`src/rtl/jtgng_prom_loader.sv`:
```
// Routes the ioctl download stream into NPROM contiguous PROMs, counts hits and flags done/short.
// Optional feature: define PROM_LOADER_CHK_EN to add the chk_sum output (mod-2^16 sum of hit bytes).
module jtgng_prom_loader #(
  parameter logic [21:0] PROM_START = 22'h1_8000,
  parameter int          NPROM      = 4,
  parameter int          PROM_AW    = 8
) (
  input  logic               clk,
  input  logic               rst,
  input  logic               downloading,
  input  logic [21:0]        ioctl_addr,
  input  logic [7:0]         ioctl_data,
  input  logic               ioctl_wr,
  output logic [PROM_AW-1:0] prom_addr,
  output logic [7:0]         prom_data,
  output logic [NPROM-1:0]   prom_we,
  output logic               busy,
  output logic               done,
  output logic               short_load
`ifdef PROM_LOADER_CHK_EN
  ,
  output logic [15:0]        chk_sum
`endif
);

  localparam int              TOTAL   = NPROM << PROM_AW;
  localparam int              CW      = $clog2(TOTAL + 1);
  localparam int              IW      = (NPROM > 1) ? $clog2(NPROM) : 1;
  localparam logic [21:0]     TOTAL22 = 22'(TOTAL);
  localparam logic [CW-1:0]   TOTAL_C = CW'(TOTAL);

  // FINISH gives the final write (possibly coincident with the fall) time to reach count.
  typedef enum logic [1:0] {IDLE, LOAD, FINISH} state_t;

  state_t         state, state_nxt;
  logic           wr_q;
  logic [CW-1:0]  count;
  logic [21:0]    offset;
  logic [IW-1:0]  index;
  logic           hit, wr_edge, accept;

  // State register
  always_ff @(posedge clk) begin
    if (rst) state <= IDLE;
    else     state <= state_nxt;
  end

  // Next-state logic
  always_comb begin
    // NOTE: every always_comb output gets a default first so no path can infer a latch.
    state_nxt = state;
    case (state)
      IDLE:    if (downloading)  state_nxt = LOAD;
      LOAD:    if (!downloading) state_nxt = FINISH;
      FINISH:                    state_nxt = IDLE;
      default:                   state_nxt = IDLE;
    endcase
  end

  // Output / decode logic
  always_comb begin
    offset  = ioctl_addr - PROM_START;
    hit     = (ioctl_addr >= PROM_START) && (offset < TOTAL22);
    index   = IW'(offset >> PROM_AW);
    wr_edge = ioctl_wr & ~wr_q;
    busy    = (state == LOAD);
    accept  = busy && wr_edge && hit;
  end

  // Datapath: strobe, address/data hold, byte count and completion flags
  always_ff @(posedge clk) begin
    if (rst) begin
      wr_q       <= 1'b0;
      prom_we    <= '0;
      prom_addr  <= '0;
      prom_data  <= '0;
      count      <= '0;
      done       <= 1'b0;
      short_load <= 1'b0;
`ifdef PROM_LOADER_CHK_EN
      chk_sum    <= '0;
`endif
    end else begin
      // NOTE: registered state uses non-blocking assignments so every flop samples pre-edge values.
      wr_q    <= ioctl_wr;
      prom_we <= '0;
      if (accept) begin
        prom_we[index] <= 1'b1;
        prom_addr      <= offset[PROM_AW-1:0];
        prom_data      <= ioctl_data;
        if (count != TOTAL_C) count <= count + 1'b1;
`ifdef PROM_LOADER_CHK_EN
        chk_sum        <= chk_sum + {8'd0, ioctl_data};
`endif
      end
      case (state)
        IDLE: if (downloading) begin
          done       <= 1'b0;
          short_load <= 1'b0;
          count      <= '0;
`ifdef PROM_LOADER_CHK_EN
          chk_sum    <= '0;
`endif
        end
        FINISH: begin
          done       <= (count == TOTAL_C);
          short_load <= (count != TOTAL_C);
        end
        default: ;
      endcase
    end
  end

endmodule

```
`config.mk`:
```
export PLATFORM = sky130hd
export DESIGN_NAME = jtgng_prom_loader
export DESIGN_NICKNAME = d
export VERILOG_FILES = /design/src/rtl/jtgng_prom_loader.sv
export SDC_FILE = /design/constraint.sdc
export NUM_CORES = 1
export LEC_CHECK = 0
export BUFFER_PORTS_ARGS = -buffer_cell sky130_fd_sc_hd__buf_4
export CAP_MARGIN = 20
export CORE_MARGIN = 2
export CORE_UTILIZATION = 36
export DETAILED_ROUTE_END_ITERATION = 16
export GPL_TIMING_DRIVEN = 0
export PLACE_DENSITY_LB_ADDON = 0.1
export SYNTH_ARGS = -nofsm -noshare
export SYNTH_HDL_FRONTEND = slang
export SYNTH_SLANG_ARGS = --single-unit
```
`constraint.sdc`:
```
create_clock -name clk -period 2.7 [get_ports clk]
set_input_delay 0.54 -clock clk [delete_from_list [all_inputs] [get_ports clk]]
set_output_delay 0.54 -clock clk [all_outputs]
set_load 0.01 [all_outputs]
```
==> metrics.txt, run 1 <==
number of distinct library cells after synthesis=38; buffers from clock root to sink, at most=2; Die ar.=5130 sq um; via count=1654; Cell Int Power=786 uW; fin crit share=89.1%; post_cts resized=0; Initial Util=37.6%; Crit Path Class=in -> reg; Row Count=24; Post-DP HPWL=3120 microns; GP Congestion=0.792; status=completed; final WL=4310 microns; wire length on met2=2030 microns; Port Buffers=56; Die Wd=71.6 microns; YS warnings=0; Hold Buf Count CTS=0; critical path peak fanout=10; fillcell total=452; total CTS buffers=5; Post-CTS Setup Repair Bufs=0; Tmin final=2.40 ns; placed instance area=2130 sq um; Worst-Margin Slew=0.813 ns; overall routing resource usage=17.6%; Seq/Total Area, Yosys=43.8%; Max Fclk=416 MHz; Wirelength per Cell=14.4 microns; CTS clk-pin slew, worst paths=0.07 ns; Worst Clk Skew=0.00398 ns; Worst-Skew Late Latency=0.28 ns; H-tree levels=2; DRT Pass-1 Iters=4; Worst IR Drop VDD=0.000196 V; Switch Pwr=229 uW; vias in the first global route=1553; Core Box Area=4380 sq um; post-synthesis register bit count=36; first-pass GRT wire length=7160 microns; Final Non-Filler Cells=300; Sink Count=36; Mapped Nets=221; final setup violation count=0; CTS tree=done; reg2reg path depth=6; total gr overflow=0; clock power share=39.6%; RSZ-0062 raised after global routing=false; Final nets=284; Worst Path Arrival=2.58 ns; final non-filler cell area=2230 sq um; Hold Path Class=in -> reg; DR top layer=met4; WL met1=1920 microns; CP startpoint kind=input pin; Worst Path Required=2.88 ns; Cell Count Post-Placement=292; share of cells above drive strength 1=29.4%; synthesized area=1650 sq um; # diodes=0; Critical Path End Type=flop; Final TNS setup=0 ns; Ports=57; Via density=5.51; power per cell area=456 nW/um^2; Avg Cell Area, Syn=8.95 sq um; max cap viols=0; Rel. slew slack=45.7%; post-route ant nets=0; Combinational Power Share=7.8%; Die H=71.6 microns; Leak=0.850 nW; Sw Ratio=22.5%; Layout area overhead=35.2%; largest net degree at the start of global routing=12; Reg power frac=52.6%; DR WL met3=284 microns; drt initial violations=108; pre-CTS setup slack=-0.0175 ns; clock root cell=clkbuf_8; Post-route DRC=0; hold depth=2; initial antenna violation count=0; final worst setup slack=0.295 ns; Cells after Synth=184; Slew Viols, Final=0; final hold violations=0
==> cells in the mapped netlist, drive strengths merged <==
cell type  instances  share of area [%]
and4               5                2.7
nor3b              3                1.4
nor2b              2               0.76
or4b               1               0.84
o31ai              5                2.3
a32o               1               0.61
dfxtp             36                 44
a21boi             3                1.4
mux2i              4                2.4
nand2b             1               0.38
nor4bb             1               0.61
xnor2              1               0.53
a211o              1               0.61
o211a              1               0.61
nand3             22                6.7
a211oi             1               0.46
nand2             10                2.3
and2               1               0.38
clkbuf             8                3.0
o21ai             19                5.8
or4                5                2.3
or3                6                2.4
and2b              1               0.53
inv                2               0.46
nor4               3                1.1
buf                5                1.7
ha                 3                2.3
nor4b              4                2.1
nor2               3               0.68
o311ai             1               0.53
nand4              6                2.7
a21oi             16                4.9
nor3               3               0.91
==> critical path: stages <==
cell	delay, ns
buf_4	0.11
ha_1	0.28
or4b_4	0.51
or3_1	0.37
buf_6	0.15
or4_1	0.49
o211a_1	0.13
==> through the flow <==
step           utilization (%)  hold slack, ns  total power, mW
5_1_grt                   50.8           0.421             1.05
3_5_place_dp              48.6           0.462            0.627
6_report                  50.8           0.422             1.02
3_3_place_gp              48.6           0.459            0.627
4_1_cts                   50.8           0.418             1.02
2_1_floorplan                -           0.437            0.576
==> cells in the final DEF (no fill, tap or decap), types with 3 or more instances in the layout <==
cell type and n:
or4_1 5, a21boi_1 3, mux2i_1 4, nor3_1 3, dfxtp_1 36, nor4_1 3
or3_1 5, ha_1 3, clkbuf_1 7, nor2_1 3, nand4_1 5, nor3b_1 3
nor4b_1 4, and4_1 5, nand3_1 22, nand2_1 10, clkbuf_8 8, a21oi_1 16
o21ai_0 19, buf_4 56, o31ai_1 5
==> sequential cells by signal, indices dropped and copies added (netlist names) <==
register / cells
state: 2
wr_q: 1
count: 11
prom_data: 8
short_load: 1
prom_addr: 8
prom_we: 4
done: 1
==> routing by layer <==
metal | track usage (%) | vias up
met5 | 0 | -
met4 | 5.03 | 0
met3 | 4.92 | 8
met2 | 28.3 | 69
met1 | 23.2 | 756
li1 | - | 821
==> logic make-up after synthesis <==
| family | synth area share (%) |
|---|---|
| buffers and inverters | 5.24 |
| and+or+nand+nor | 28.6 |
| DFF | 43.8 |
| AOI/OAI and AO/OA | 17.1 |
| xor gates and xnor gates | 0.532 |
| adders and majority gates | 2.28 |
| muxes | 2.43 |
==> area by class of cell <==
type	count	area [sq um]	area share [%]
clock inverter	1	7.51	0.337
multi-input combinational	133	840	37.7
tap	52	65.1	2.92
clock buffer	7	86.3	3.88
buffer	13	78.8	3.54
inverter	2	7.51	0.337
sequential	36	721	32.4
timing repair buffer	56	420	18.9
==> power groups by stage <==
stage	clock, mW	combinational [mW]	sequential (mW)
final	0.402	0.0794	0.534
after global routing	0.431	0.0862	0.534
after CTS	0.407	0.0805	0.534
after detailed placement	0	0.0802	0.546
after global placement	0	0.0800	0.547
after floorplan	0	0.0298	0.546
==> worst paths after layout <==
| kind | slack [ns] | end | start |
|---|---|---|---|
| max | 0.30 | count[10] | ioctl_addr[15] |
| min | 0.42 | state[1] | downloading |
| max reg2reg | 0.54 | prom_addr[2] | wr_q |
| min reg2reg | 0.47 | state[0] | state[1] |
Note: power is estimated with default switching activity, not from simulation.
==> run 2, diff against run 1 <==
--- a/config.mk
+++ b/config.mk
@@ -12,6 +12,7 @@
 export DETAILED_ROUTE_END_ITERATION = 16
 export GPL_TIMING_DRIVEN = 0
 export PLACE_DENSITY_LB_ADDON = 0.1
+export REMOVE_ABC_BUFFERS = 1
 export SYNTH_ARGS = -nofsm -noshare
 export SYNTH_HDL_FRONTEND = slang
 export SYNTH_SLANG_ARGS = --single-unit
==> run 2 against run 1 <==
Design area shrank 1.9%; maximum frequency fell by 4.5%; non-clock buffer count decreased by 12; register-to-register slack got worse by 0.17 ns; largest power group unchanged; via count down 5.9%; worst setup slack got worse by 0.11 ns; routed wire length is 5.0% lower; hold slack better by 0.0011 ns; power grew 5.7%; count of clock-buffer cells in the layout shrank 1; clock power is 15% higher; highest routed layer unchanged.
==> metrics.txt, run 2 (synthesis results as in run 1) <==
Worst-Skew Late Latency=0.29 ns; Layout area overhead=32.7%; clock root cell=clkbuf_8; Final nets=272; worst reg2reg setup slack=0.37 ns; reg2reg path depth=4; RSZ-0062 raised after global routing=false; pre-CTS setup slack=-0.393 ns; GP Congestion=0.696; CTS clk-pin slew, worst paths=0.07 ns; Hold Buf Count CTS=0; Post-DP HPWL=2670 microns; Worst Clk Skew=0.00436 ns; vias in the first global route=1409; Worst IR Drop VDD=0.000296 V; CTS tree=done; Leak=0.838 nW; # diodes=0; initial antenna violation count=0; Ports=57; overall routing resource usage=16.8%; power per cell area=491 nW/um^2; Sink Count=36; Die ar.=5130 sq um; Slew Viols, Final=0; fin crit share=93.2%; Tmin final=2.52 ns; destination of the worst hold path=state[1]; Critical Path End Type=flop; hold depth=2; Via density=5.41; final non-filler cell area=2180 sq um; Largest regs=count (11), prom_addr (8), prom_data (8); Worst-Margin Slew=0.881 ns; Largest Register=count; Row Count=24; Max Fclk=397 MHz; Worst Path Required=2.88 ns; WHS=0.424 ns; Die H=71.6 microns; post-route ant nets=0; max cap viols=0; via count=1557; Core Box Area=4380 sq um; total CTS buffers=5; most frequent cells in the layout=buf_4 (57), dfxtp_1 (36), nand3_1 (22), o21ai_0 (19), a21oi_1 (16); status=completed; buffers from clock root to sink, at most=2; final setup violation count=0; Hold Path Class=in -> reg; Cell Count Post-Placement=280; largest net degree at the start of global routing=32; worst hold start=downloading; commonest non-fill, non-tap cell in the layout=buf_4; final core occ=49.8%; Rel. slew slack=41.1%; Post-route DRC=0; placed instance area=2070 sq um; Worst Path Arrival=2.70 ns; Die Wd=71.6 microns; max reg flops=11; Crit Path Class=in -> reg; final hold violations=0; RR Startpoint=wr_q; H-tree levels=2; CP startpoint kind=input pin; Initial Util=37.6%; Final TNS setup=0 ns; DRT Pass-1 Iters=4; final WL=4090 microns; reg2reg end=count[10]; Port Buffers=56; Total Power=1.07 mW; first-pass GRT wire length=6830 microns; Wirelength per Cell=14.2 microns; drt initial violations=83; share of cells above drive strength 1=30.1%; total gr overflow=0; Final Non-Filler Cells=288; final worst setup slack=0.183 ns; critical path peak fanout=28
## run 2: area by class of cell
class                   instances  area (sq um)
fillers                       430          2200
multi-input cells             133           856
flip-flops and latches         36           721
repair buffers                 57           428
clock buffers                   6          72.6
well taps                      52          65.1
clock inverters                 2          35.0
inverters                       2          7.51
## run 2: worst max path at each step
stage	from	end	slack (ns)	cells past startpoint
3_5_place_dp	ioctl_addr[15]	count[10]	-0.39	6
4_1_cts	ioctl_addr[15]	prom_we[3]	0.14	6
3_3_place_gp	ioctl_addr[15]	prom_we[3]	-1.45	6
2_1_floorplan	ioctl_addr[15]	prom_we[3]	-0.35	5
6_report	ioctl_addr[15]	count[10]	0.18	6
5_1_grt	ioctl_addr[19]	count[10]	0.06	5
## run 2: per-layer routing
metal	vias up	global-route usage [%]	wire length, microns
met1	718	22.5	1950
li1	796	-	-
met4	0	5.03	48
met2	37	26.3	1870
met3	6	4.64	231
met5	-	0	0
## run 2: critical path: stages
cell and delay, ns:
buf_4 0.11, ha_1 0.29, or4b_4 0.55, or3_4 0.52, or4_1 0.54, o211a_1 0.14
## run 2: report_power, final
group | total (mW) | leakage (nW) | switching [mW] | internal (mW)
Combinational | 0.0762 | 0.492 | 0.0333 | 0.0429
Sequential | 0.534 | 0.290 | 0.00131 | 0.533
Clock | 0.463 | 0.0552 | 0.189 | 0.274
Total | 1.07 | 0.838 | 0.224 | 0.850
## run 2: timing repair
action                                  CTS  global route
setup buffers                             0             0
cloned                                    0             0
gates resized for setup                   2             1
endpoints found under the setup margin    5             4
==> run 3, diff against run 2 <==
--- a/config.mk
+++ b/config.mk
@@ -7,12 +7,12 @@
 export LEC_CHECK = 0
 export BUFFER_PORTS_ARGS = -buffer_cell sky130_fd_sc_hd__buf_4
 export CAP_MARGIN = 20
-export CORE_MARGIN = 2
 export CORE_UTILIZATION = 36
 export DETAILED_ROUTE_END_ITERATION = 16
 export GPL_TIMING_DRIVEN = 0
 export PLACE_DENSITY_LB_ADDON = 0.1
 export REMOVE_ABC_BUFFERS = 1
+export SETUP_SLACK_MARGIN = 0.05
 export SYNTH_ARGS = -nofsm -noshare
 export SYNTH_HDL_FRONTEND = slang
 export SYNTH_SLANG_ARGS = --single-unit
==> run 3 against run 2 <==
Sequential cell count unchanged; non-clock buffer count unchanged; design area about the same; largest power group unchanged; sequential power about the same.
==> metrics.txt, run 3 (synthesis results as in run 1) <==
clock power share=43.1%; via count=1527; Worst Path Required=2.88 ns; Worst IR Drop VDD=0.000258 V; Sw Ratio=20.7%; overall routing resource usage=17.0%; fillcell total=432; reg2reg end=count[10]; Final Non-Filler Cells=288; Crit Path Class=in -> reg; vias in the first global route=1386; Final nets=272; worst hold start=downloading; first-pass GRT wire length=6570 microns; final WL=3930 microns; Combinational Power Share=7.0%; destination of the worst hold path=state[1]; Via density=5.30; largest net degree at the start of global routing=32; hold depth=2; Tmin final=2.48 ns; Rel. slew slack=40.5%; most frequent cells in the layout=buf_4 (56), dfxtp_1 (36), nand3_1 (22), o21ai_0 (19), a21oi_1 (16); worst reg2reg setup slack=0.42 ns; GP Congestion=0.721; share of cells above drive strength 1=30.5%; Switch Pwr=222 uW; Setup crit start=ioctl_addr[15]; Final TNS setup=0 ns; Total Power=1.07 mW; DRT Pass-1 Iters=4; Port Buffers=56; commonest non-fill, non-tap cell in the layout=buf_4; CP startpoint kind=input pin; total gr overflow=0; Layout area overhead=32.8%; buffers from clock root to sink, at most=2; max cap viols=0; H-tree levels=2; Worst-Margin Slew=0.889 ns; Row Count=24; RR Startpoint=wr_q; final worst setup slack=0.223 ns; Post-route DRC=0; drt initial violations=106; # diodes=0; Worst Path Arrival=2.66 ns; Cell Count Post-Placement=280; Hold Path Class=in -> reg; Leak=0.830 nW; max reg flops=11; final non-filler cell area=2190 sq um; Max Fclk=404 MHz; Ports=57; Post-DP HPWL=2630 microns; pre-CTS setup slack=-0.355 ns; Largest regs=count (11), prom_addr (8), prom_data (8); Critical Path End Type=flop; Reg power frac=49.9%; clock root cell=clkbuf_8; Sink Count=36; final core occ=49.9%; critical path peak fanout=28; fin crit share=91.7%; WHS=0.426 ns; Cell Int Power=849 uW; Die H=69.6 microns; Worst-Skew Late Latency=0.28 ns; final hold violations=0; status=completed; Worst Clk Skew=0.00475 ns; Largest Register=count; Core Box Area=4380 sq um; Die ar.=4850 sq um; initial antenna violation count=0; Post-CTS Setup Repair Bufs=0; Slew Viols, Final=0; Die Wd=69.6 microns; Wirelength per Cell=13.6 microns; power per cell area=490 nW/um^2; Initial Util=37.6%; final setup violation count=0; placed instance area=2070 sq um; RSZ-0062 raised after global routing=false; reg2reg path depth=4; CTS tree=done; CTS clk-pin slew, worst paths=0.07 ns; total CTS buffers=5; post-route ant nets=0
run 3: changes by cell type in the layout (fill, tap and decap cells not counted):
cell and change:
buf_6 +1, clkinvlp_4 +1, nor3_4 -1, clkbuf_1 -1
nor3_2 +1, buf_4 -1
run 3: how the worst max path moves through the flow:
| stage | end | slack, ns | cells after the start |
|---|---|---|---|
| floorplan | prom_we[3] | -0.35 | 5 |
| global placement | prom_we[3] | -1.40 | 6 |
| detailed placement | count[10] | -0.35 | 6 |
| CTS | count[10] | 0.24 | 6 |
| global route | count[10] | 0.13 | 5 |
| finish | count[10] | 0.22 | 6 |
run 3: what timing repair did:
item,4_1_cts,5_1_grt
endpoints found under the setup margin,4,0
resized for setup,2,0
hold buffers,0,0
run 3: layer usage:
layer | vias up | global-route usage (%) | routed length [microns]
met3 | 6 | 5.38 | 271
met4 | 0 | 6.44 | 56
met5 | - | 0 | 0
li1 | 796 | - | -
met1 | 676 | 24.2 | 1910
met2 | 49 | 23.8 | 1690
run 3: layout make-up:
type	count	area [sq um]	area share, %
repair buffers	57	432	19.7
clock inverters	3	42.5	1.95
inverters	2	7.51	0.343
well taps	52	65.1	2.98
flip-flops and latches	36	721	33.0
clock buffers	5	68.8	3.15
multi-input cells	133	850	38.9
run 3: worst max-delay path: stages:
cell     delay, ns
buf_4         0.11
ha_1          0.28
or4b_4        0.53
or3_4         0.52
or4_1         0.53
o211a_1       0.13
run 3: power groups by stage:
stage          registers, mW  logic (mW)  clock network, mW
2_1_floorplan          0.546      0.0217                  0
3_5_place_dp           0.547      0.0751                  0
5_1_grt                0.534      0.0821              0.508
3_3_place_gp           0.547      0.0750                  0
4_1_cts                0.534      0.0756              0.487
6_report               0.534      0.0751              0.462
